`config.mk`:
```
export PLATFORM = sky130hd
export DESIGN_NAME = gray_conv_arbiter
export DESIGN_NICKNAME = d
export VERILOG_FILES = /design/src/rtl/gray_conv_arbiter.sv
export SDC_FILE = /design/constraint.sdc
export NUM_CORES = 1
export LEC_CHECK = 0
export CORE_MARGIN = 2
export CORE_UTILIZATION = 45
export CTS_BUF_LIST = sky130_fd_sc_hd__clkbuf_8
export DETAILED_ROUTE_END_ITERATION = 16
export PLACE_DENSITY = 0.95
export RECOVER_POWER = 25
export SLEW_MARGIN = 10
export SYNTH_ARGS = -nofsm -noshare
export SYNTH_HDL_FRONTEND = slang
export SYNTH_SLANG_ARGS = --single-unit
```
`constraint.sdc`:
```
create_clock -name i_clk -period 3.8 [get_ports i_clk]
set_input_delay 0.57 -clock i_clk [delete_from_list [all_inputs] [get_ports i_clk]]
set_output_delay 0.57 -clock i_clk [all_outputs]
set_load 0.01 [all_outputs]
```
`src/rtl/gray_conv_arbiter.sv`:
```
// Round-robin arbiter that shares one pipelined bin_to_gray converter among NREQ requesters.
// Each issued word carries its requester ID down a tag pipe that matches the converter latency.
module gray_conv_arbiter #(
  parameter int NBIT = 8,
  parameter int NREQ = 4,
  parameter int IDW  = 2,
  parameter int LAT  = 1
) (
  input  logic                 i_clk,
  input  logic                 i_rstn,
  input  logic [NREQ-1:0]      i_req,
  input  logic [NREQ*NBIT-1:0] i_req_data,
  input  logic                 i_hold,
  output logic [NREQ-1:0]      o_ack,
  output logic [NBIT-1:0]      o_conv_bin,
  output logic                 o_conv_vld,
  input  logic [NBIT-1:0]      i_conv_gray,
  output logic                 o_rsp_valid,
  output logic [IDW-1:0]       o_rsp_id,
  output logic [NBIT-1:0]      o_rsp_data,
  output logic                 o_busy
);

  logic [IDW-1:0]  ptr_q, ptr_d;
  logic [NREQ-1:0] ack_q, ack_d;
  logic [NBIT-1:0] conv_bin_q, conv_bin_d;
  logic            conv_vld_q, conv_vld_d;
  logic [IDW-1:0]  conv_id_q, conv_id_d;
  logic [LAT-1:0]  tag_vld_q, tag_vld_d;
  logic [IDW-1:0]  tag_id_q [LAT];
  logic [IDW-1:0]  tag_id_d [LAT];
  logic            rsp_valid_q, rsp_valid_d;
  logic [IDW-1:0]  rsp_id_q, rsp_id_d;
  logic [NBIT-1:0] rsp_data_q, rsp_data_d;

  logic [NBIT-1:0] req_word [NREQ];
  logic [NREQ-1:0] elig;
  logic            grant_vld;
  logic [IDW-1:0]  grant_id;
  logic [IDW:0]    idx_w;

  always_comb begin
    for (int k = 0; k < NREQ; k++) begin
      req_word[k] = i_req_data[k*NBIT +: NBIT];
    end
  end

  // A requester acked last edge has not yet refreshed its data, so it sits out one cycle.
  always_comb begin
    elig      = i_req & ~ack_q;
    grant_vld = 1'b0;
    grant_id  = '0;
    idx_w     = '0;
    for (int i = 1; i <= NREQ; i++) begin
      idx_w = {1'b0, ptr_q} + (IDW+1)'(i);
      if (idx_w >= (IDW+1)'(NREQ)) begin
        idx_w = idx_w - (IDW+1)'(NREQ);
      end
      if (!grant_vld && elig[idx_w[IDW-1:0]]) begin
        grant_vld = 1'b1;
        grant_id  = idx_w[IDW-1:0];
      end
    end
    if (i_hold) begin
      grant_vld = 1'b0;
    end
  end

  always_comb begin
    ptr_d      = ptr_q;
    ack_d      = '0;
    conv_bin_d = conv_bin_q;
    conv_vld_d = 1'b0;
    conv_id_d  = conv_id_q;
    if (grant_vld) begin
      ptr_d           = grant_id;
      ack_d[grant_id] = 1'b1;
      conv_bin_d      = req_word[grant_id];
      conv_vld_d      = 1'b1;
      conv_id_d       = grant_id;
    end
  end

  // Tag stage k lines up with the converter output k+1 cycles after o_conv_bin.
  always_comb begin
    tag_vld_d = '0;
    for (int k = 0; k < LAT; k++) begin
      tag_id_d[k] = '0;
    end
    tag_vld_d[0] = conv_vld_q;
    tag_id_d[0]  = conv_id_q;
    for (int k = 1; k < LAT; k++) begin
      tag_vld_d[k] = tag_vld_q[k-1];
      tag_id_d[k]  = tag_id_q[k-1];
    end
    rsp_valid_d = tag_vld_q[LAT-1];
    rsp_id_d    = rsp_id_q;
    rsp_data_d  = rsp_data_q;
    if (tag_vld_q[LAT-1]) begin
      rsp_id_d   = tag_id_q[LAT-1];
      rsp_data_d = i_conv_gray;
    end
  end

  always_ff @(posedge i_clk) begin
    if (!i_rstn) begin
      ptr_q       <= IDW'(NREQ-1);
      ack_q       <= '0;
      conv_bin_q  <= '0;
      conv_vld_q  <= 1'b0;
      conv_id_q   <= '0;
      tag_vld_q   <= '0;
      for (int k = 0; k < LAT; k++) begin
        tag_id_q[k] <= '0;
      end
      rsp_valid_q <= 1'b0;
      rsp_id_q    <= '0;
      rsp_data_q  <= '0;
    end else begin
      ptr_q       <= ptr_d;
      ack_q       <= ack_d;
      conv_bin_q  <= conv_bin_d;
      conv_vld_q  <= conv_vld_d;
      conv_id_q   <= conv_id_d;
      tag_vld_q   <= tag_vld_d;
      for (int k = 0; k < LAT; k++) begin
        tag_id_q[k] <= tag_id_d[k];
      end
      rsp_valid_q <= rsp_valid_d;
      rsp_id_q    <= rsp_id_d;
      rsp_data_q  <= rsp_data_d;
    end
  end

  assign o_ack       = ack_q;
  assign o_conv_bin  = conv_bin_q;
  assign o_conv_vld  = conv_vld_q;
  assign o_rsp_valid = rsp_valid_q;
  assign o_rsp_id    = rsp_id_q;
  assign o_rsp_data  = rsp_data_q;
  assign o_busy      = (|tag_vld_q) | rsp_valid_q;

endmodule
```
==> out/qor.csv <==
stage,metric,value,unit
run_status,status,completed,
clock_network,cts_resized,0,
global_route,grt_pass1_wl,5.73,mm
die,start_util,0.478,
setup_path,crit_fanout,11,
timing,slew_violations,0,
synthesis,async_flop_share,0,
job,maxCapViolations,0,
clock_network,worst_skew_pair.late_latency,0.27,ns
timing,tightestPinTransition,0.615,ns
drt,postRouteAntennaNets,0,
pwr,power.leakage,0.881,nW
timing,finalCritPeriodShare,0.622,
placed_design,place.gp.congestion,0.828,
setup_path,worstPathRequired,4.00,ns
timing,fin_skew,0.00451,ns
pwr,ir_worst_vdd,0.174,mV
synthesis,syn-num-nets,195,
synthesis,synth.top_cell.area_share,0.422,
timing,fin_setup_tns,0,ns
synthesis,synth_area_leader_cell,dfxtp_1,
clock_network,cts_setup_buffers,0,
drt,drc,0,
clock_network,clk_path_buf_depth,2,
global_route,top_usage_layer,met2,
placed_design,portBuffers,71,
synthesis,yosys_register_bits,31,
setup_path,worstSetupPathType,in2reg,
synthesis,ys_types,27,
global_route,grt_usage,0.216,
global_route,antenna_found_initial,0,
timing,slew-limit-headroom,0.589,
clock_network,cts_sinks,31,
pwr,power_density,360,nW/µm²
timing,finalHoldViolCount,0,
global_route,grt_pass1_vias,1283,
finish,fin_cells,260,
setup_path,cp.arrival,2.56,ns
finish,diodes,0,
timing,hold_ws,0.459,ns
die,rows,20,
global_route,use_met2,0.353,
timing,rsz0062_at_grt,no,
global_route,grt_max_degree,22,
clock_network,cts_hold_buf,0,
die,ioPinCount,72,
finish,syn2layout_area_growth,54.2,%
setup_path,crit_path_start_kind,primary input,
pwr,total_power,816,µW
global_route,use_met1,0.238,
global_route,use_met3,0.0777,
die,die_h,61.2,µm
clock_network,cts_made_buffers,5,
clock_network,cts_tree,done,
finish,drive_gt1_frac,0.0880,
synthesis,synthTopCellsByArea,"dfxtp_1 42%, mux2i_1 12%, o211ai_2 7.7%, nor2b_1 5.5%, a21boi_0 4.6%",
drt,drtIter0Drc,50,
global_route,grt-ovfl-total,0,
placed_design,dp_hpwl,2.76,mm
synthesis,ys_seq_area_frac,0.422,
clock_network,cts_max_level,2,
die,die_w,61.2,µm
timing,clock.fmax,0.423,GHz
hold_path,hold_path_class,reg2reg,
drt,routed_wl,3.61,mm
clock_network,cts_root_buf,clkbuf_8,
drt,routed_via_density,5.07,
synthesis,synthFlopType,dfxtp_1,
finish,postLayoutCoreUtil,0.737,
finish,nets,263,
synthesis,synth.cell_area,1470,µm²
clock_network,clkTransAtPathRegs,0.06,ns
timing,finalSetupViolCount,0,
synthesis,synth.avg_cell_area,9.93,µm²
synthesis,ys_warn_count,0,
placed_design,placedCellCount,253,
drt,drt-pass1-iter-count,4,
drt,wl_per_cell,13.9,µm
die,die-area,3740,µm²
synthesis,synthCells,148,
drt,num_vias,1318,
die,core_area,3080,µm²
synthesis,synth_edf_count,0,
setup_path,cp-end-kind,flop,
timing,finalCriticalPeriod,2.36,ns
==> cell type report <==
| class | count | area [µm²] |
|---|---|---|
| inverter | 2 | 7.51 |
| sequential | 31 | 621 |
| multi-input combinational | 105 | 786 |
| clock inverter | 1 | 5.00 |
| clock buffer | 6 | 82.6 |
| tap | 44 | 55.1 |
| fill | 232 | 811 |
| timing repair buffer | 71 | 711 |
==> critical path: stages <==
cell,delay [ns]
clkdlybuf4s50_1,0.46
nor2b_1,0.17
o221ai_1,0.12
a22o_1,0.34
or3b_1,0.65
o211ai_2,0.24
==> cell usage after synthesis, drive strengths merged (3+ instances only) <==
cell type	number
nand2	11
o211ai	17
nor2b	13
dfxtp	31
and2	6
nor2	7
mux2i	18
buf	7
clkbuf	3
nand2b	5
a21boi	9
and3	8
==> stage by stage <==
step	area, µm²	setup WS, ns
after floorplan	1470	2.01
after detailed placement	2180	1.15
after global routing	2270	1.31
after CTS	2270	1.44
final	2270	1.44
after global placement	2180	1.23
==> registers in the layout, summed over array words and instances (netlist names) <==
register and count:
conv_id_q 2, tag_id_q 2, o_conv_bin 8, rsp_valid_d 1, o_ack 4, o_rsp_valid 1
o_rsp_id 2, o_conv_vld 1, ptr_q 2, o_rsp_data 8
==> where the power goes <==
| group | switching, mW | internal (mW) |
|---|---|---|
| registers | 0.0156 | 0.348 |
| clock network | 0.109 | 0.142 |
| logic | 0.0860 | 0.116 |
| total | 0.210 | 0.606 |
==> cell usage in the layout, fill, tap and decap left out <==
master / instances
a41oi_1: 1
and2_0: 1
and2b_1: 1
nor2_1: 7
mux2i_1: 18
nor2b_1: 13
o21ai_0: 2
clkinv_2: 1
o211ai_1: 8
or2_2: 1
nand2b_4: 1
nand2b_1: 4
o221ai_1: 2
or3b_1: 1
dfxtp_1: 31
inv_1: 2
and2_4: 1
clkdlybuf4s50_1: 70
nand2_1: 11
a221o_1: 1
and3_1: 8
a22o_1: 1
a21boi_0: 9
o32a_1: 1
dlygate4sd3_1: 1
o211ai_2: 9
and2_1: 4
clkbuf_8: 6
==> layer usage <==
metal	vias to the layer above	wire length, µm	share of wire
li1	655	-	-
met1	588	1420	0.39
met2	59	1810	0.50
met3	16	243	0.067
met4	0	142	0.039
met5	-	0	0
==> worst paths after layout <==
check,startpoint,to,slack [ns],cells past startpoint
setup / recovery,i_req[2],o_conv_bin[3]$_SDFFE_PN0P_,1.44,6
hold / removal,conv_id_q[1]$_SDFFE_PN0P_,tag_id_q[0][1]$_SDFF_PN0_,0.46,1
setup reg to reg,o_ack[3]$_SDFF_PN0_,o_conv_bin[3]$_SDFFE_PN0P_,1.85,5
hold reg to reg,conv_id_q[1]$_SDFFE_PN0P_,tag_id_q[0][1]$_SDFF_PN0_,0.46,1
==> kinds of logic (layout without fill, tap and decap cells) <==
group           after synthesis  in the layout  synth area share
mux                          18             18             0.123
buf+inv                      12             80            0.0434
flops                        31             31             0.422
simple gates                 53             53             0.204
compound gates               34             34             0.208
No activity file was read; power rests on OpenSTA's default activity.
==> variant: new RTL, config.mk and constraints unchanged <==
`rsp_data_q` no longer has a reset.
--- a/src/rtl/gray_conv_arbiter.sv
+++ b/src/rtl/gray_conv_arbiter.sv
@@ -115,7 +115,6 @@
       end
       rsp_valid_q <= 1'b0;
       rsp_id_q    <= '0;
-      rsp_data_q  <= '0;
     end else begin
       ptr_q       <= ptr_d;
       ack_q       <= ack_d;
@@ -128,8 +127,11 @@
       end
       rsp_valid_q <= rsp_valid_d;
       rsp_id_q    <= rsp_id_d;
-      rsp_data_q  <= rsp_data_d;
     end
+  end
+
+  always_ff @(posedge i_clk) begin
+    rsp_data_q <= rsp_data_d;
   end
 
   assign o_ack       = ack_q;
Behaviour: differs if i_rstn is asserted again (counterexample within 4 cycles, from zero or initial values and one cycle with i_rstn low); with i_rstn held inactive, the same outputs for 10 cycles.
==> variant against the original RTL <==
Total power is 1.6% lower; worst hold slack better by 0.73 ps; design area is 7.2% lower; first-iteration DRC count is 72% lower; sequential cell count stayed put; setup slack worse by 330 ps; wire length is 8.7% lower; area after synthesis is 12% lower; sequential power is 4% higher; critical endpoint is now o_conv_bin[2]; via count is 17% lower; core utilization is 3.3 points higher.
==> variant: results (changes against the original RTL) <==
| Metric | Value |
|---|---|
| Peak VDD IR | 0.3391 mV (was 0.1741 mV) |
| Final Net Count | 216 (was 263) |
| Routed wire per std cell | 16.40 µm (was 13.89 µm) |
| Crit path largest cell delay | between 600 and 700 ps |
| Number of distinct library cells after synthesis | 33 (was 27) |
| Sequential share of the synthesized area | 54.37% (was 42.21%) |
| Routability congestion estimate from global placement | 0.7402 (was 0.8284) |
| Worst-Margin Slew | 772.6 ps (was 615.0 ps) |
| Syn nets | 141 (was 195) |
| Status | finished, final reports clean (unchanged) |
| Commonest cells post-synth | dfxtp_1 (23), a22o_1 (8), edfxtp_1 (8), mux4_2 (8), nand2_1 (6) (was dfxtp_1 (31), mux2i_1 (18), nor2b_1 (13)) |
| DRT iter0 DRCs | 14 (was 50) |
| Drt via density | 5.413 (was 5.069) |
| Met2 WL | 1757 µm (was 1809 µm) |
| Number of fill cells | 177 (was 232) |
| Detailed placement HPWL | 2596 µm (was 2758 µm) |
| Worst Path Max Fanout | 12 (was 11) |
| Wire length on met3 | 248 µm (was 243 µm) |
| Hold Crit Start | conv_id_q[0] (was conv_id_q[1]) |
| Layout cells sized above 1 | 14.71% (was 8.796%) |
| Metal-1 WL | 1241 µm (was 1416 µm) |
| Vias in the first global route | 1112 (was 1283) |
| EDFF count, synth | 8 (was 0) |
| Setup Skew | 3.554 ps (was 4.509 ps) |
| Synth top area cells | dfxtp_1 (36%), edfxtp_1 (19%), mux4_2 (14%), a22o_1 (5.4%), and2_1 (2.4%) (was dfxtp_1 (42%), mux2i_1 (12%), o211ai_2 (7.7%), nor2b_1 (5.5%), a21boi_0 (4.6%)) |
| Global-route wire length before repair | 5016 µm (was 5733 µm) |
| Placed insts | 193 (was 253) |
| Pin count of the biggest net entering global routing | 14 (was 22) |
| Worst Setup SP | i_req[0] (was i_req[2]) |
| Slowest CP cell | a22oi_2 (was or3b_1) |
| Final WL | 3296 µm (was 3611 µm) |
-- variant: cells by family after synthesis --
family / count (synthesis) / share of synthesized area (%)
DFF: 31 / 54.37
and+or+nand+nor: 25 / 13.01
muxes: 10 / 15.53
buffers and inverters: 6 / 2.426
AOI/OAI and AO/OA: 22 / 14.66
-- variant: final timing paths --
| path | slack [ps] | end |
|---|---|---|
| setup reg to reg | 1570 | o_conv_bin[2] |
| setup / recovery | 1110 | o_conv_bin[2] |
| hold reg to reg | 460 | tag_id_q[0][0] |
| hold / removal | 460 | tag_id_q[0][0] |
-- variant: area by class of cell --
type	instances	area, µm²	area share, %
sequential	31	700.7	33.31
multi-input combinational	57	556.8	26.47
timing repair buffer	72	718.2	34.15
clock inverter	3	12.51	0.5949
inverter	2	7.507	0.3569
clock buffer	5	68.82	3.272
tap	31	38.79	1.844
-- variant: per-stage QoR --
step | power [mW] | cell area (µm²)
floorplan | 0.4823 | 1289
global placement | 0.5696 | 2022
detailed placement | 0.5775 | 2022
CTS | 0.8094 | 2103
global route | 0.8336 | 2103
finish | 0.8029 | 2103
-- variant: metal layers --
metal,global-route usage [%],vias to the layer above
met4,7.973,0
met5,0,-
met1,22.32,523
li1,-,507
met3,6.122,6
met2,36.20,52
-- variant: power by group through the flow --
| stage | Clock (mW) | Combinational (mW) | Sequential, mW |
|---|---|---|---|
| finish | 0.233 | 0.194 | 0.377 |
| global route | 0.250 | 0.206 | 0.378 |
| CTS | 0.237 | 0.196 | 0.376 |
| detailed placement | 0 | 0.195 | 0.383 |
| global placement | 0 | 0.188 | 0.381 |
| floorplan | 0 | 0.0952 | 0.387 |
-- variant: worst max-delay path: cells and delay by family --
| family | cells | cell delay (ps) |
|---|---|---|
| AO/OA/AOI/OAI | 3 | 990 |
| buffers and inverters | 1 | 490 |
| multiplexers | 1 | 620 |
| AND/OR/NAND/NOR | 1 | 180 |
